[src/rtl/uart_cmd_controller.sv]
// Frame-level command controller: parses A5-framed read/write commands from the RX FIFO,
// updates a bank of 16-bit registers and queues ACK/NAK/read-data bytes into the TX FIFO.
module uart_cmd_controller #(
  parameter int          NUM_REGS       = 8,
  parameter logic [15:0] REG_RESET      = 16'h0000,
  parameter int          TIMEOUT_CYCLES = 270000
) (
  input  logic                    clock,
  input  logic                    reset,
  input  logic                    rx_empty,
  input  logic [7:0]              rx_data,
  output logic                    rx_remove,
  input  logic                    tx_full,
  output logic [7:0]              tx_data,
  output logic                    tx_insert,
  output logic [16*NUM_REGS-1:0]  reg_q,
  output logic [NUM_REGS-1:0]     reg_wr_strobe,
  output logic                    busy,
  output logic                    frame_error
);

  // state | meaning
  // HUNT  | discard bytes until sync 0xA5
  // CMD   | expect 0x57 (write) or 0x52 (read)
  // ADDR  | register address
  // DHI   | write data high byte
  // DLO   | write data low byte
  // CSUM  | XOR of all bytes after sync
  // EXEC  | validate frame, act on register bank, queue response
  // RESP  | push queued response bytes into TX FIFO
  localparam logic [2:0] S_HUNT = 3'd0;
  localparam logic [2:0] S_CMD  = 3'd1;
  localparam logic [2:0] S_ADDR = 3'd2;
  localparam logic [2:0] S_DHI  = 3'd3;
  localparam logic [2:0] S_DLO  = 3'd4;
  localparam logic [2:0] S_CSUM = 3'd5;
  localparam logic [2:0] S_EXEC = 3'd6;
  localparam logic [2:0] S_RESP = 3'd7;

  localparam int            TW         = $clog2(TIMEOUT_CYCLES + 1);
  localparam logic [TW-1:0] TOUT_LAST  = TW'(TIMEOUT_CYCLES - 1);
  localparam logic [8:0]    NUM_REGS_W = 9'(NUM_REGS);

  logic [2:0]             state_q, state_d;
  logic                   is_wr_q, is_wr_d;
  logic [7:0]             addr_q, addr_d;
  logic [7:0]             dhi_q, dhi_d;
  logic [7:0]             dlo_q, dlo_d;
  logic [7:0]             csum_q, csum_d;
  logic [TW-1:0]          tout_q, tout_d;
  logic [23:0]            resp_q, resp_d;
  logic [1:0]             resp_left_q, resp_left_d;
  logic [16*NUM_REGS-1:0] regs_q, regs_d;
  logic [15:0]            rd_val;
  logic                   addr_ok;

  assign addr_ok = {1'b0, addr_q} < NUM_REGS_W;

  always_comb begin
    rd_val = 16'h0000;
    for (int i = 0; i < NUM_REGS; i++) begin
      if (addr_q == 8'(i)) rd_val = regs_q[16*i +: 16];
    end
  end

  always_comb begin
    state_d       = state_q;
    is_wr_d       = is_wr_q;
    addr_d        = addr_q;
    dhi_d         = dhi_q;
    dlo_d         = dlo_q;
    csum_d        = csum_q;
    tout_d        = tout_q;
    resp_d        = resp_q;
    resp_left_d   = resp_left_q;
    regs_d        = regs_q;
    rx_remove     = 1'b0;
    tx_insert     = 1'b0;
    tx_data       = 8'h00;
    reg_wr_strobe = '0;
    frame_error   = 1'b0;

    if (state_q <= S_CSUM) rx_remove = ~rx_empty;

    // Inside a frame: running checksum over consumed bytes, inter-byte timeout otherwise.
    if (state_q != S_HUNT && state_q <= S_CSUM) begin
      if (rx_empty) begin
        tout_d = tout_q + TW'(1);
        if (tout_q == TOUT_LAST) begin
          frame_error = 1'b1;
          tout_d      = '0;
          state_d     = S_HUNT;
        end
      end else begin
        tout_d = '0;
        csum_d = csum_q ^ rx_data;
      end
    end

    case (state_q)
      S_HUNT: begin
        tout_d = '0;
        csum_d = 8'h00;
        if (!rx_empty && rx_data == 8'hA5) state_d = S_CMD;
      end
      S_CMD: begin
        if (!rx_empty) begin
          if (rx_data == 8'h57 || rx_data == 8'h52) begin
            is_wr_d = (rx_data == 8'h57);
            state_d = S_ADDR;
          end else begin
            frame_error = 1'b1;
            resp_d      = {8'h15, 16'h0000};
            resp_left_d = 2'd1;
            state_d     = S_RESP;
          end
        end
      end
      S_ADDR: begin
        if (!rx_empty) begin
          addr_d  = rx_data;
          state_d = is_wr_q ? S_DHI : S_CSUM;
        end
      end
      S_DHI: begin
        if (!rx_empty) begin
          dhi_d   = rx_data;
          state_d = S_DLO;
        end
      end
      S_DLO: begin
        if (!rx_empty) begin
          dlo_d   = rx_data;
          state_d = S_CSUM;
        end
      end
      S_CSUM: begin
        if (!rx_empty) state_d = S_EXEC;
      end
      S_EXEC: begin
        state_d = S_RESP;
        if (csum_q != 8'h00 || !addr_ok) begin
          frame_error = 1'b1;
          resp_d      = {8'h15, 16'h0000};
          resp_left_d = 2'd1;
        end else if (is_wr_q) begin
          for (int i = 0; i < NUM_REGS; i++) begin
            if (addr_q == 8'(i)) begin
              regs_d[16*i +: 16] = {dhi_q, dlo_q};
              reg_wr_strobe[i]   = 1'b1;
            end
          end
          resp_d      = {8'h06, 16'h0000};
          resp_left_d = 2'd1;
        end else begin
          resp_d      = {rd_val, addr_q ^ rd_val[15:8] ^ rd_val[7:0]};
          resp_left_d = 2'd3;
        end
      end
      S_RESP: begin
        tx_data   = resp_q[23:16];
        tx_insert = ~tx_full;
        if (!tx_full) begin
          resp_d      = {resp_q[15:0], 8'h00};
          resp_left_d = resp_left_q - 2'd1;
          if (resp_left_q == 2'd1) state_d = S_HUNT;
        end
      end
      default: state_d = S_HUNT;
    endcase
  end

  assign reg_q = regs_q;
  assign busy  = (state_q != S_HUNT);

  always_ff @(posedge clock) begin
    if (reset) begin
      state_q     <= S_HUNT;
      is_wr_q     <= 1'b0;
      addr_q      <= 8'h00;
      dhi_q       <= 8'h00;
      dlo_q       <= 8'h00;
      csum_q      <= 8'h00;
      tout_q      <= '0;
      resp_q      <= 24'h000000;
      resp_left_q <= 2'd0;
      regs_q      <= {NUM_REGS{REG_RESET}};
    end else begin
      state_q     <= state_d;
      is_wr_q     <= is_wr_d;
      addr_q      <= addr_d;
      dhi_q       <= dhi_d;
      dlo_q       <= dlo_d;
      csum_q      <= csum_d;
      tout_q      <= tout_d;
      resp_q      <= resp_d;
      resp_left_q <= resp_left_d;
      regs_q      <= regs_d;
    end
  end

endmodule
[config.mk]
export PLATFORM = sky130hd
export DESIGN_NAME = uart_cmd_controller
export DESIGN_NICKNAME = d
export VERILOG_FILES = /design/src/rtl/uart_cmd_controller.sv
export SDC_FILE = /design/constraint.sdc
export NUM_CORES = 1
export LEC_CHECK = 0
export ABC_AREA = 1
export BUFFER_PORTS_ARGS = -buffer_cell sky130_fd_sc_hd__buf_4
export CAP_MARGIN = 0
export CELL_PAD_IN_SITES_DETAIL_PLACEMENT = 0
export CELL_PAD_IN_SITES_GLOBAL_PLACEMENT = 1
export CORE_MARGIN = 8
export CORE_UTILIZATION = 40
export CTS_CLUSTER_DIAMETER = 120
export DETAILED_ROUTE_END_ITERATION = 8
export GPL_TIMING_DRIVEN = 0
export PLACE_DENSITY_LB_ADDON = 0.2
export SYNTH_ARGS = -nofsm -noshare
export SYNTH_HDL_FRONTEND = slang
export SYNTH_SLANG_ARGS = --single-unit
[constraint.sdc]
create_clock -name clock -period 2.36 [get_ports clock]
set_input_delay 0.118 -clock clock [delete_from_list [all_inputs] [get_ports clock]]
set_output_delay 0.118 -clock clock [all_outputs]
set_load 0.03 [all_outputs]
==> flow_metrics.env <==
export IMPL_start_util=0.408
export IMPL_cts_root_buf="clkbuf_16"
export IMPL_clk_latency_ps=520
export IMPL_die_y_um=168
export IMPL_grt_usage=0.250
export IMPL_worstPathRequired_ps=2240
export IMPL_status="finished with violations"
export IMPL_crit_arrival_ps=2260
export IMPL_worstRegToRegCells=13
export IMPL_placed_cells=1694
export IMPL_wl_per_cell_um=20.6
export IMPL_io_pins=160
export IMPL_area_growth_pct=31.1
export IMPL_synth_xor_area_frac=0.00474
export IMPL_core_area_um2=22600
export IMPL_hpwlAfterDp_mm=27.2
export IMPL_crit_path_end_kind="output port"
export IMPL_clock_path_buffers=3
export IMPL_grt_max_degree=13
export IMPL_synth_area_leader_cell="dfxtp_1"
export IMPL_hp_class="input port to register"
export IMPL_hold_depth=4
export IMPL_muxShareOfSynthArea=0
export IMPL_drive_above_1_share=0.232
export IMPL_final_cells=1778
export IMPL_synth_compound_area_frac=0.228
export IMPL_synth_seq_cells=209
export IMPL_crit_fanout=8
export IMPL_synth_cell_types=44
export IMPL_reg2reg_slack_ps=70
export IMPL_setup_viol=4
export IMPL_yosysTopAreaCellShare=0.453
export IMPL_drtIter0Drc=833
export IMPL_critPathLaunchType="register"
export IMPL_slowest_stage="nor4_4"
export IMPL_fmax_mhz=420
export IMPL_firstDrtPassIters=5
export IMPL_synth_area_top_cells="dfxtp_1, a21oi_1, nand2_1"
export IMPL_worst_slack_ps=-18.9
export IMPL_fin_crit_ps=2380
export IMPL_synth_top_family_by_area="simple AND/OR/NAND/NOR gates"
export IMPL_yosysSeqAreaShare=0.453
export IMPL_gr_total_overflow=0
export IMPL_tritoncts="yes"
export IMPL_syn_nets=1264
export IMPL_drc=0
export IMPL_violations="setup timing"
export IMPL_ys_warn_count=0
export IMPL_power_density_nw_per_um2=594
export IMPL_path_class="register to output port"
export IMPL_critical_path_cell_chain="nor4_4 > nand4_4 > nor2_4 > nand2_8 > nor2_4 > buf_6 > buf_6"
export IMPL_numPortBuffers=159
export IMPL_synth_cells=1250
export IMPL_final_hold_violation_count=0
export IMPL_max_stage_delay_ps=380
export IMPL_final_setup_skew_ps=14.1
export IMPL_clkTransAtPathRegs_ps=60
export IMPL_worst_pin_slew_ps=745
export IMPL_vias_per_cell=5.46
export IMPL_synth_simple_area_share=0.230
export IMPL_syn_avg_cell_area_um2=7.39
export IMPL_period_share=1.01
export IMPL_maxCapViolCount=0
export IMPL_fp_dieW_um=168
export IMPL_cts_max_level=1
export IMPL_synthAdderAreaFrac=0.00271
export IMPL_vias=9704
export IMPL_fin_nets=1492
export IMPL_power_leakage_nw=5.07
export IMPL_cts_buffers_inserted=23
export IMPL_drv_slew=0
export IMPL_drt_wl_total_mm=36.6
export IMPL_first_global_vias=9202
export IMPL_slew_headroom=0.504
export IMPL_insertedDiodeCount=0
export IMPL_hold_slack_ps=61.5
export IMPL_rows=55
export IMPL_grt_first_pass_wirelength_mm=55.5
export IMPL_gp_congestion=0.930
export IMPL_ant_nets=0
export IMPL_antenna_found_initial=0
export IMPL_peakVddDrop_mv=0.421
export IMPL_clock_sinks=209
export IMPL_grt_setup_unrepaired="yes"
export IMPL_syn_cell_area_um2=9240
export IMPL_die_area_um2=28200
-- per-stage QoR --
step / setup TNS [ps] / instance area, um^2 / setup WS (ps) / utilization / total power, W
finish: -52.2 / 12100 / -18.9 / 0.535 / 0.00719
global route: -636 / 12100 / -102 / 0.535 / 0.00737
CTS: -483 / 11800 / -146 / 0.522 / 0.00722
detailed placement: -41.6 / 10800 / -21.9 / 0.476 / 0.00374
global placement: 0 / 10800 / 9.89 / 0.476 / 0.00374
floorplan: 0 / 9240 / 463 / - / 0.00367
-- synthesized netlist by cell type (all sizes together) --
library cell and n:
o21ai 178, dfxtp 209, a41oi 1, nand3b 3, nand4 23, ha 2, a211oi 7, a221oi 2
o211ai 1, nor2 89, a21oi 212, a32oi 1, nand2 210, o21bai 1, nand3 78, a31oi 2
clkbuf 29, nor4 9, buf 38, o21a 3, xnor2 1, inv 98, nor3 19, o2111ai 2
clkinv 12, xor2 4, nor3b 2, or2 14
-- final cells by class --
type,count,area (um^2)
inverter,110,422
multi-input combinational,864,4430
timing repair buffer,203,1580
sequential,209,4200
clock inverter,6,58.8
clock buffer,34,657
fill,2257,10500
buffer,67,403
tap,285,357
-- logic make-up (layout without fill, tap and decap cells) --
| kind of cell | after synthesis | in the layout |
|---|---|---|
| buf+inv | 177 | 420 |
| xor+xnor | 5 | 5 |
| simple gates | 447 | 447 |
| flops | 209 | 209 |
| compound gates | 410 | 410 |
| fa+ha+maj | 2 | 2 |
-- metal layers --
layer / wire length [um] / track usage / vias up
li1: - / - / 4695
met1: 16100 / 0.330 / 4590
met2: 17000 / 0.408 / 364
met3: 2700 / 0.0540 / 55
met4: 820 / 0.0637 / 0
met5: 0 / 0 / -
-- power breakdown --
part	switching (W)	internal (W)
sequential	0.000000127	0.00353
clock	0.00148	0.00203
combinational	0.000103	0.0000428
total	0.00159	0.00560
-- sequential cells by signal (all words and copies together) (netlist names) --
name	flops
is_wr_q	1
tout_q	19
addr_q	8
resp_left_q	2
reg_q	128
state_q	3
dhi_q	8
csum_q	8
resp_q	24
dlo_q	8
-- critical path: cells and delay by family, from the launching register on --
family	cells	cell delay (ps)
and+or+nand+nor	5	1100
buffers and inverters	2	290
DFF	1	330
-- placed cells by master (no fill, tap or decap), types with 34 or more instances in the layout --
cell	n
dfxtp_1	200
inv_1	90
o21ai_1	50
nor2_1	68
o21ai_0	128
nand2_1	198
clkbuf_1	34
buf_4	190
nand3_1	77
a21oi_1	205
-- path summary, 6_finish.rpt --
path	from	end
worst max-delay path	csum_q[7]	reg_wr_strobe[3]
worst min-delay path	reset	csum_q[2]
worst max register to register	addr_q[6]	resp_q[3]
worst min register to register	resp_q[22]	resp_q[22]
-- what timing repair did --
action | in CTS | in global routing
hold buffers | 9 | 0
endpoints found under the setup margin | 23 | 42
setup buffers | 13 | 22
pin swaps | 11 | 16
resized for setup | 39 | 36
hold endpoints to repair | 33 | 0
Note: power is estimated with default switching activity, not from simulation.
